`src/rtl/clock_mode_ctrl.sv`:
```
// Mode and alarm sequencer for the digital alarm clock.
// Generates the time/alarm counter enables, the display select and the buzzer drive.
module clock_mode_ctrl #(
  parameter int unsigned RING_SECS  = 60,
  parameter int unsigned SNOOZE_MIN = 9
) (
  input  logic       clk,
  input  logic       rst,
  input  logic       tick,
  input  logic       mode_btn,
  input  logic       min_adv,
  input  logic       hrs_adv,
  input  logic       alarm_on,
  input  logic       snooze,
  input  logic       sec_wrap,
  input  logic       min_wrap,
  input  logic       alarm_match,
  output logic       sec_en,
  output logic       min_en,
  output logic       hrs_en,
  output logic       sec_clr,
  output logic       amin_en,
  output logic       ahrs_en,
  output logic       disp_alarm,
  output logic [1:0] mode,
  output logic       buzz
);

  localparam int unsigned SnoozeTicks = SNOOZE_MIN * 60;
  localparam int unsigned RingW = (RING_SECS > 1) ? $clog2(RING_SECS) : 1;
  localparam int unsigned SnzW  = (SnoozeTicks > 0) ? $clog2(SnoozeTicks + 1) : 1;
  localparam logic [RingW-1:0] RingLast = RingW'(RING_SECS - 1);
  localparam logic [SnzW-1:0]  SnzLoad  = SnzW'(SnoozeTicks);
  localparam logic [SnzW-1:0]  SnzOne   = SnzW'(1);

  typedef enum logic [1:0] {
    ModeRun      = 2'd0,
    ModeSetTime  = 2'd1,
    ModeSetAlarm = 2'd2
  } mode_e;

  typedef enum logic [1:0] {
    AlmIdle   = 2'd0,
    AlmRing   = 2'd1,
    AlmSnooze = 2'd2
  } alm_e;

  mode_e            mode_q, mode_d;
  alm_e             alm_q, alm_d;
  logic [RingW-1:0] ring_q, ring_d;
  logic [SnzW-1:0]  snz_q, snz_d;
  logic             buzz_q, buzz_d;
  logic             sec_clr_q, sec_clr_d;
  logic             btn_prev_q, snz_prev_q, match_prev_q;
  logic             btn_rise, snz_rise, match_rise, enter_set;

  assign btn_rise   = mode_btn & ~btn_prev_q;
  assign snz_rise   = snooze & ~snz_prev_q;
  assign match_rise = alarm_match & ~match_prev_q;

  always_comb begin
    mode_d = mode_q;
    if (btn_rise) begin
      case (mode_q)
        ModeSetTime:  mode_d = ModeSetAlarm;
        ModeSetAlarm: mode_d = ModeRun;
        default:      mode_d = ModeSetTime;
      endcase
    end
    enter_set = (mode_d == ModeSetTime) && (mode_q != ModeSetTime);
    sec_clr_d = enter_set;
  end

  // Disarm and entry into time setting both override every ring/snooze transition.
  always_comb begin
    alm_d  = alm_q;
    ring_d = ring_q;
    snz_d  = snz_q;
    if (!alarm_on || enter_set) begin
      alm_d  = AlmIdle;
      ring_d = '0;
      snz_d  = '0;
    end else begin
      case (alm_q)
        AlmIdle: begin
          if (match_rise && (mode_q != ModeSetTime)) begin
            alm_d  = AlmRing;
            ring_d = '0;
          end
        end
        AlmRing: begin
          if (snz_rise) begin
            alm_d = AlmSnooze;
            snz_d = SnzLoad;
          end else if (tick) begin
            if (ring_q >= RingLast) alm_d = AlmIdle;
            else                    ring_d = ring_q + 1'b1;
          end
        end
        AlmSnooze: begin
          if (tick) begin
            if (snz_q <= SnzOne) begin
              alm_d  = AlmRing;
              ring_d = '0;
            end else begin
              snz_d = snz_q - 1'b1;
            end
          end
        end
        default: alm_d = AlmIdle;
      endcase
    end
    buzz_d = (alm_d == AlmRing);
  end

  // Encoding 3 is never reached and decodes as run.
  always_comb begin
    sec_en     = tick;
    min_en     = tick & sec_wrap;
    hrs_en     = tick & sec_wrap & min_wrap;
    amin_en    = 1'b0;
    ahrs_en    = 1'b0;
    disp_alarm = 1'b0;
    case (mode_q)
      ModeSetTime: begin
        sec_en = 1'b0;
        min_en = tick & min_adv;
        hrs_en = tick & hrs_adv;
      end
      ModeSetAlarm: begin
        amin_en    = tick & min_adv;
        ahrs_en    = tick & hrs_adv;
        disp_alarm = 1'b1;
      end
      default: ;
    endcase
  end

  // Edge-detect history resets high so levels held through reset produce no edge.
  always_ff @(posedge clk) begin
    if (!rst) begin
      mode_q       <= ModeRun;
      alm_q        <= AlmIdle;
      ring_q       <= '0;
      snz_q        <= '0;
      buzz_q       <= 1'b0;
      sec_clr_q    <= 1'b0;
      btn_prev_q   <= 1'b1;
      snz_prev_q   <= 1'b1;
      match_prev_q <= 1'b1;
    end else begin
      mode_q       <= mode_d;
      alm_q        <= alm_d;
      ring_q       <= ring_d;
      snz_q        <= snz_d;
      buzz_q       <= buzz_d;
      sec_clr_q    <= sec_clr_d;
      btn_prev_q   <= mode_btn;
      snz_prev_q   <= snooze;
      match_prev_q <= alarm_match;
    end
  end

  assign mode    = mode_q;
  assign buzz    = buzz_q;
  assign sec_clr = sec_clr_q;

endmodule

```
`config.mk`:
```
export PLATFORM = sky130hd
export DESIGN_NAME = clock_mode_ctrl
export DESIGN_NICKNAME = d
export VERILOG_FILES = /design/src/rtl/clock_mode_ctrl.sv
export SDC_FILE = /design/constraint.sdc
export NUM_CORES = 1
export LEC_CHECK = 0
export CAP_MARGIN = 20
export CORE_ASPECT_RATIO = 1.4
export CORE_UTILIZATION = 35
export CTS_CLUSTER_DIAMETER = 200
export DETAILED_ROUTE_END_ITERATION = 10
export GPL_ROUTABILITY_DRIVEN = 0
export GPL_TIMING_DRIVEN = 0
export PLACE_DENSITY = 0.57
export SYNTH_ARGS = -nofsm -noshare
export SYNTH_HDL_FRONTEND = slang
export SYNTH_SLANG_ARGS = --single-unit
export TNS_END_PERCENT = 1
```
`constraint.sdc`:
```
create_clock -name clk -period 2.9 [get_ports clk]
set_input_delay 0.58 -clock clk [delete_from_list [all_inputs] [get_ports clk]]
set_output_delay 0.58 -clock clk [all_outputs]
set_load 0.03 [all_outputs]
```
Word-level counts from Yosys, hierarchy flattened:

Index checks and enable logic that the tools add are counted.

* register bits: 25
* output and inout bits: 10
* input port bits: 11
* logic and storage cells: 76

* bitwise logic cells: 11
* mux-type cells: 27
* reduce and logical (&&, ||, !) cells: 10
* equal/unequal tests: 15
* order comparisons: 2
* add/sub/neg operators: 2

Operator list (count)
* $mux 6: 6
* $mux 10: 3
* $pmux 10 s2: 1
* $pmux 6 s3: 1
* $mux 2: 8
* $ne 2x2->1 const B: 8
* $le 10x1->1 const B: 1
* $sub 10x1->10 const B: 1
* $eq 2x1->1 const B: 4
* $and 1x1->1: 7
* $reduce_and 7->1: 1
* $add 6x1->6 const B: 1
* $ge 6x6->1 const B: 1
* $mux 1: 6
* $pmux 2 s3: 1
* $eq 2x2->1 const B: 2
* $not 1->1: 4
* $pmux 2 s2: 1
* $reduce_and 4->1: 1
* $reduce_bool 3->1: 1
* $logic_and 1x1->1: 2
* $logic_not 2->1: 1
* $ne 2x1->1 const B: 1
* $reduce_bool 2->1: 1
* other kinds (3): 3

Logic depth before layout (Yosys ltp):

* depth in word-level cells: 8
* depth in mapped cells: 7
* depth with buffers taken out: 7

Least setup slack after synthesis:

No wires, ideal clock.

* kind: register -> output
* start: register mode_q[1], in the netlist mode[1]
* end: output hrs_en
* path slack: 681 ps
* data arrival time: 1639 ps
* required time: 2320 ps
* stages on the path, launching flop included: 7
* path buffers: 1
* cells stage by stage: dfxtp_1 inv_1 ha_1 clkbuf_1 nor2b_1 a22oi_1 nor2_1

* cells in the longest elaborated chain, start to end: 2

Ends and longest elaborated chain
* from (decl): line 48 `mode_e mode_q, mode_d;`
* from (signal assigned): line 142 `mode_q <= ModeRun;`
* from (signal assigned): line 152 `mode_q <= mode_d;`
* $eq 2x1->1: line 124 `case (mode_q)`
* $mux 1: line 124
* to (decl): line 20 `output logic hrs_en,`

Every way passes these cells.

Worst setup path in the final report:

* start: register mode_q[1], in the netlist mode[1]
* end: output min_en

* cells in the longest elaborated chain, start to end: 2

Ends and longest elaborated chain
* $eq 2x1->1: line 124
* $mux 1: line 124
* to (decl): line 19 `output logic min_en,`

Every way passes these cells.

==> reports/results.tsv <==
metric	value	unit
ir_drop	0.000210	V
crit_start	mode[1]	
cts-root-buf	clkbuf_8	
grt_pass1_wl	4.87	mm
synth-seq-cells	25	
fin_nets	189	
initial_core_util	37.5	%
grt_max_degree	14	
grt.total_usage	16.7	%
status	complete, no violations	
criticalPathCategory	register to primary output	
vias	1132	
clk-insertion-delay-late	0.26	ns
hold_viol_final	0	
netlist_area	1290	µm²
worstHoldPathCells	2	
antennaDiodeCount	0	
finalPower	0.000619	W
cts_buffer_depth	2	
clock_sinks	25	
endpoint_kind	primary output	
overflow	0	
setup_viol_count_final	0	
die_w	53.3	µm
leakagePower	0.592	nW
cts_buffers	3	
final_area	1590	µm²
io_buffers	20	
antenna_left	0	
avgSynthCellArea	8.72	µm²
timing.final.max_slew_violations	0	
htreeDepth	1	
utilization	46.2	%
slew_headroom	68.2	%
final_cells	212	
critPathMaxFanout	9	
die_h	73.9	µm
rsz0062_at_grt	no	
synth_edf_count	0	
wl_per_cell	13.3	µm
mostFrequentLayoutCell	dfxtp_1	
drive_gt1_share	4.07	%
syn-num-nets	164	
grt_pass1_vias	1174	
fin_skew	0.00440	ns
dp_cells	208	
drc	0	
dpl_cell_area	1540	µm²
ys_warn_count	0	
hp-class	register to register	
synthCells	148	
cts_tree	yes	
async_reset_ff_share	0	%
power_per_cell_area	390	nW/µm²
finalWirelength	2.82	mm
clk_pin_slew_worst_paths	0.09	ns
die_area	3940	µm²
firstDrtPassIters	4	
fmax	0.366	GHz
crit_arrival	2.16	ns
rows	25	
core	3440	µm²
layout_common_cells	dfxtp_1 (25), clkdlybuf4s50_1 (19), nor2_1 (16)	
rr_worst_depth	6	
finalCritPeriodShare	94.3	%
dr.first_iter.drc_count	13	
r2r-start	snz_q[4]	
nFillCells	353	
vias_per_cell	5.34	
holdCritStartpoint	ring_q[5]	
tightest_slew	0.474	ns
synth_seq_area_share	38.8	%
crit_required	2.32	ns
period_needed	2.74	ns
setup_tns	0	ns
dp_hpwl	2.23	mm
areaGrowthSynthToFinish	23.1	%
synth_ff_type	dfxtp_1	
boundaryPins	21	
max_cap_viol_count	0	
start_kind	register	
ys_types	44	
grt_antenna_before_repair	0	
ctsHoldBuffers	0	
timing repair:
| item | 4_1_cts | 5_1_grt |
|---|---|---|
| setup buffers | 0 | 0 |
| setup endpoints to repair | 0 | 1 |
| gates resized for setup | 0 | 1 |
flip-flops by register name, indices dropped and copies added (netlist names):
| signal | cells |
|---|---|
| snz_q | 10 |
| buzz | 1 |
| alm_q | 2 |
| ring_q | 6 |
| match_prev_q | 1 |
| sec_clr | 1 |
| snz_prev_q | 1 |
| btn_prev_q | 1 |
| mode | 2 |
path summary, 6_finish.rpt:
kind | to | slack (ns)
worst max-delay path | min_en | 0.16
worst min-delay path | ring_q[5] | 0.46
worst max register to register | ring_q[2] | 0.63
worst min register to register | ring_q[5] | 0.46
layer usage:
metal / GRT usage (%) / wire length [µm] / vias to the layer above
met1: 18.1 / 1210 / 523
li1: - / - / 581
met2: 31.1 / 1490 / 26
met5: 0 / 0 / -
met4: 5.85 / 25 / 0
met3: 2.69 / 85 / 2
per-stage QoR:
stage               hold WS [ns]  setup slack (ns)
floorplan                  0.426             0.681
global placement           0.443             0.187
detailed placement         0.454             0.202
CTS                        0.467            0.0890
global route               0.493            0.0283
finish                     0.465             0.165
cells by family (layout without fill, tap and decap cells):
logic type,after synthesis,in the layout,synth area share [%]
xor gates and xnor gates,6,6,4.07
buffers and inverters,14,38,4.17
DFF,25,25,38.8
AOI/OAI and AO/OA,31,31,15.7
and+or+nand+nor,63,63,29.4
muxes,4,4,3.10
adders and majority gates,5,5,4.84
critical path, stage by stage, from the launching register on:
cell,delay [ns]
dfxtp_1,0.40
inv_1,0.08
ha_1,0.17
clkbuf_1,0.21
nor2b_1,0.21
a21oi_1,0.06
nor2_1,0.10
clkdlybuf4s50_1,0.67
cell usage after synthesis (2+ instances only):
master | n | area [µm²]
a21oi_1 | 12 | 60.1
a22oi_1 | 2 | 15.0
a31oi_1 | 2 | 12.5
and3_1 | 3 | 18.8
and3b_1 | 2 | 17.5
clkbuf_1 | 3 | 11.3
dfxtp_1 | 25 | 500
ha_1 | 5 | 62.6
inv_1 | 10 | 37.5
mux2i_1 | 4 | 40.0
nand2_1 | 6 | 22.5
nand2b_1 | 7 | 43.8
nand3_1 | 3 | 15.0
nor2_1 | 16 | 60.1
nor2b_1 | 2 | 12.5
nor3_1 | 4 | 20.0
nor4_1 | 2 | 12.5
o21ai_1 | 2 | 10.0
o31ai_1 | 3 | 22.5
or3_1 | 5 | 31.3
or4_1 | 3 | 22.5
xnor2_1 | 4 | 35.0
xor2_1 | 2 | 17.5
power breakdown:
part           internal (W)  switching [W]
clock             0.0000981       0.000105
combinational     0.0000299      0.0000357
sequential         0.000347     0.00000295
total              0.000475       0.000144
cell type report:
| type | count | area, µm² | area share, % |
|---|---|---|---|
| multi-input combinational | 109 | 737 | 46.4 |
| sequential | 25 | 500 | 31.5 |
| timing repair buffer | 20 | 203 | 12.8 |
| tap | 40 | 50.0 | 3.15 |
| clock buffer | 4 | 45.0 | 2.83 |
| inverter | 10 | 37.5 | 2.36 |
| buffer | 4 | 16.3 | 1.02 |
Note: power is estimated with default switching activity, not from simulation.
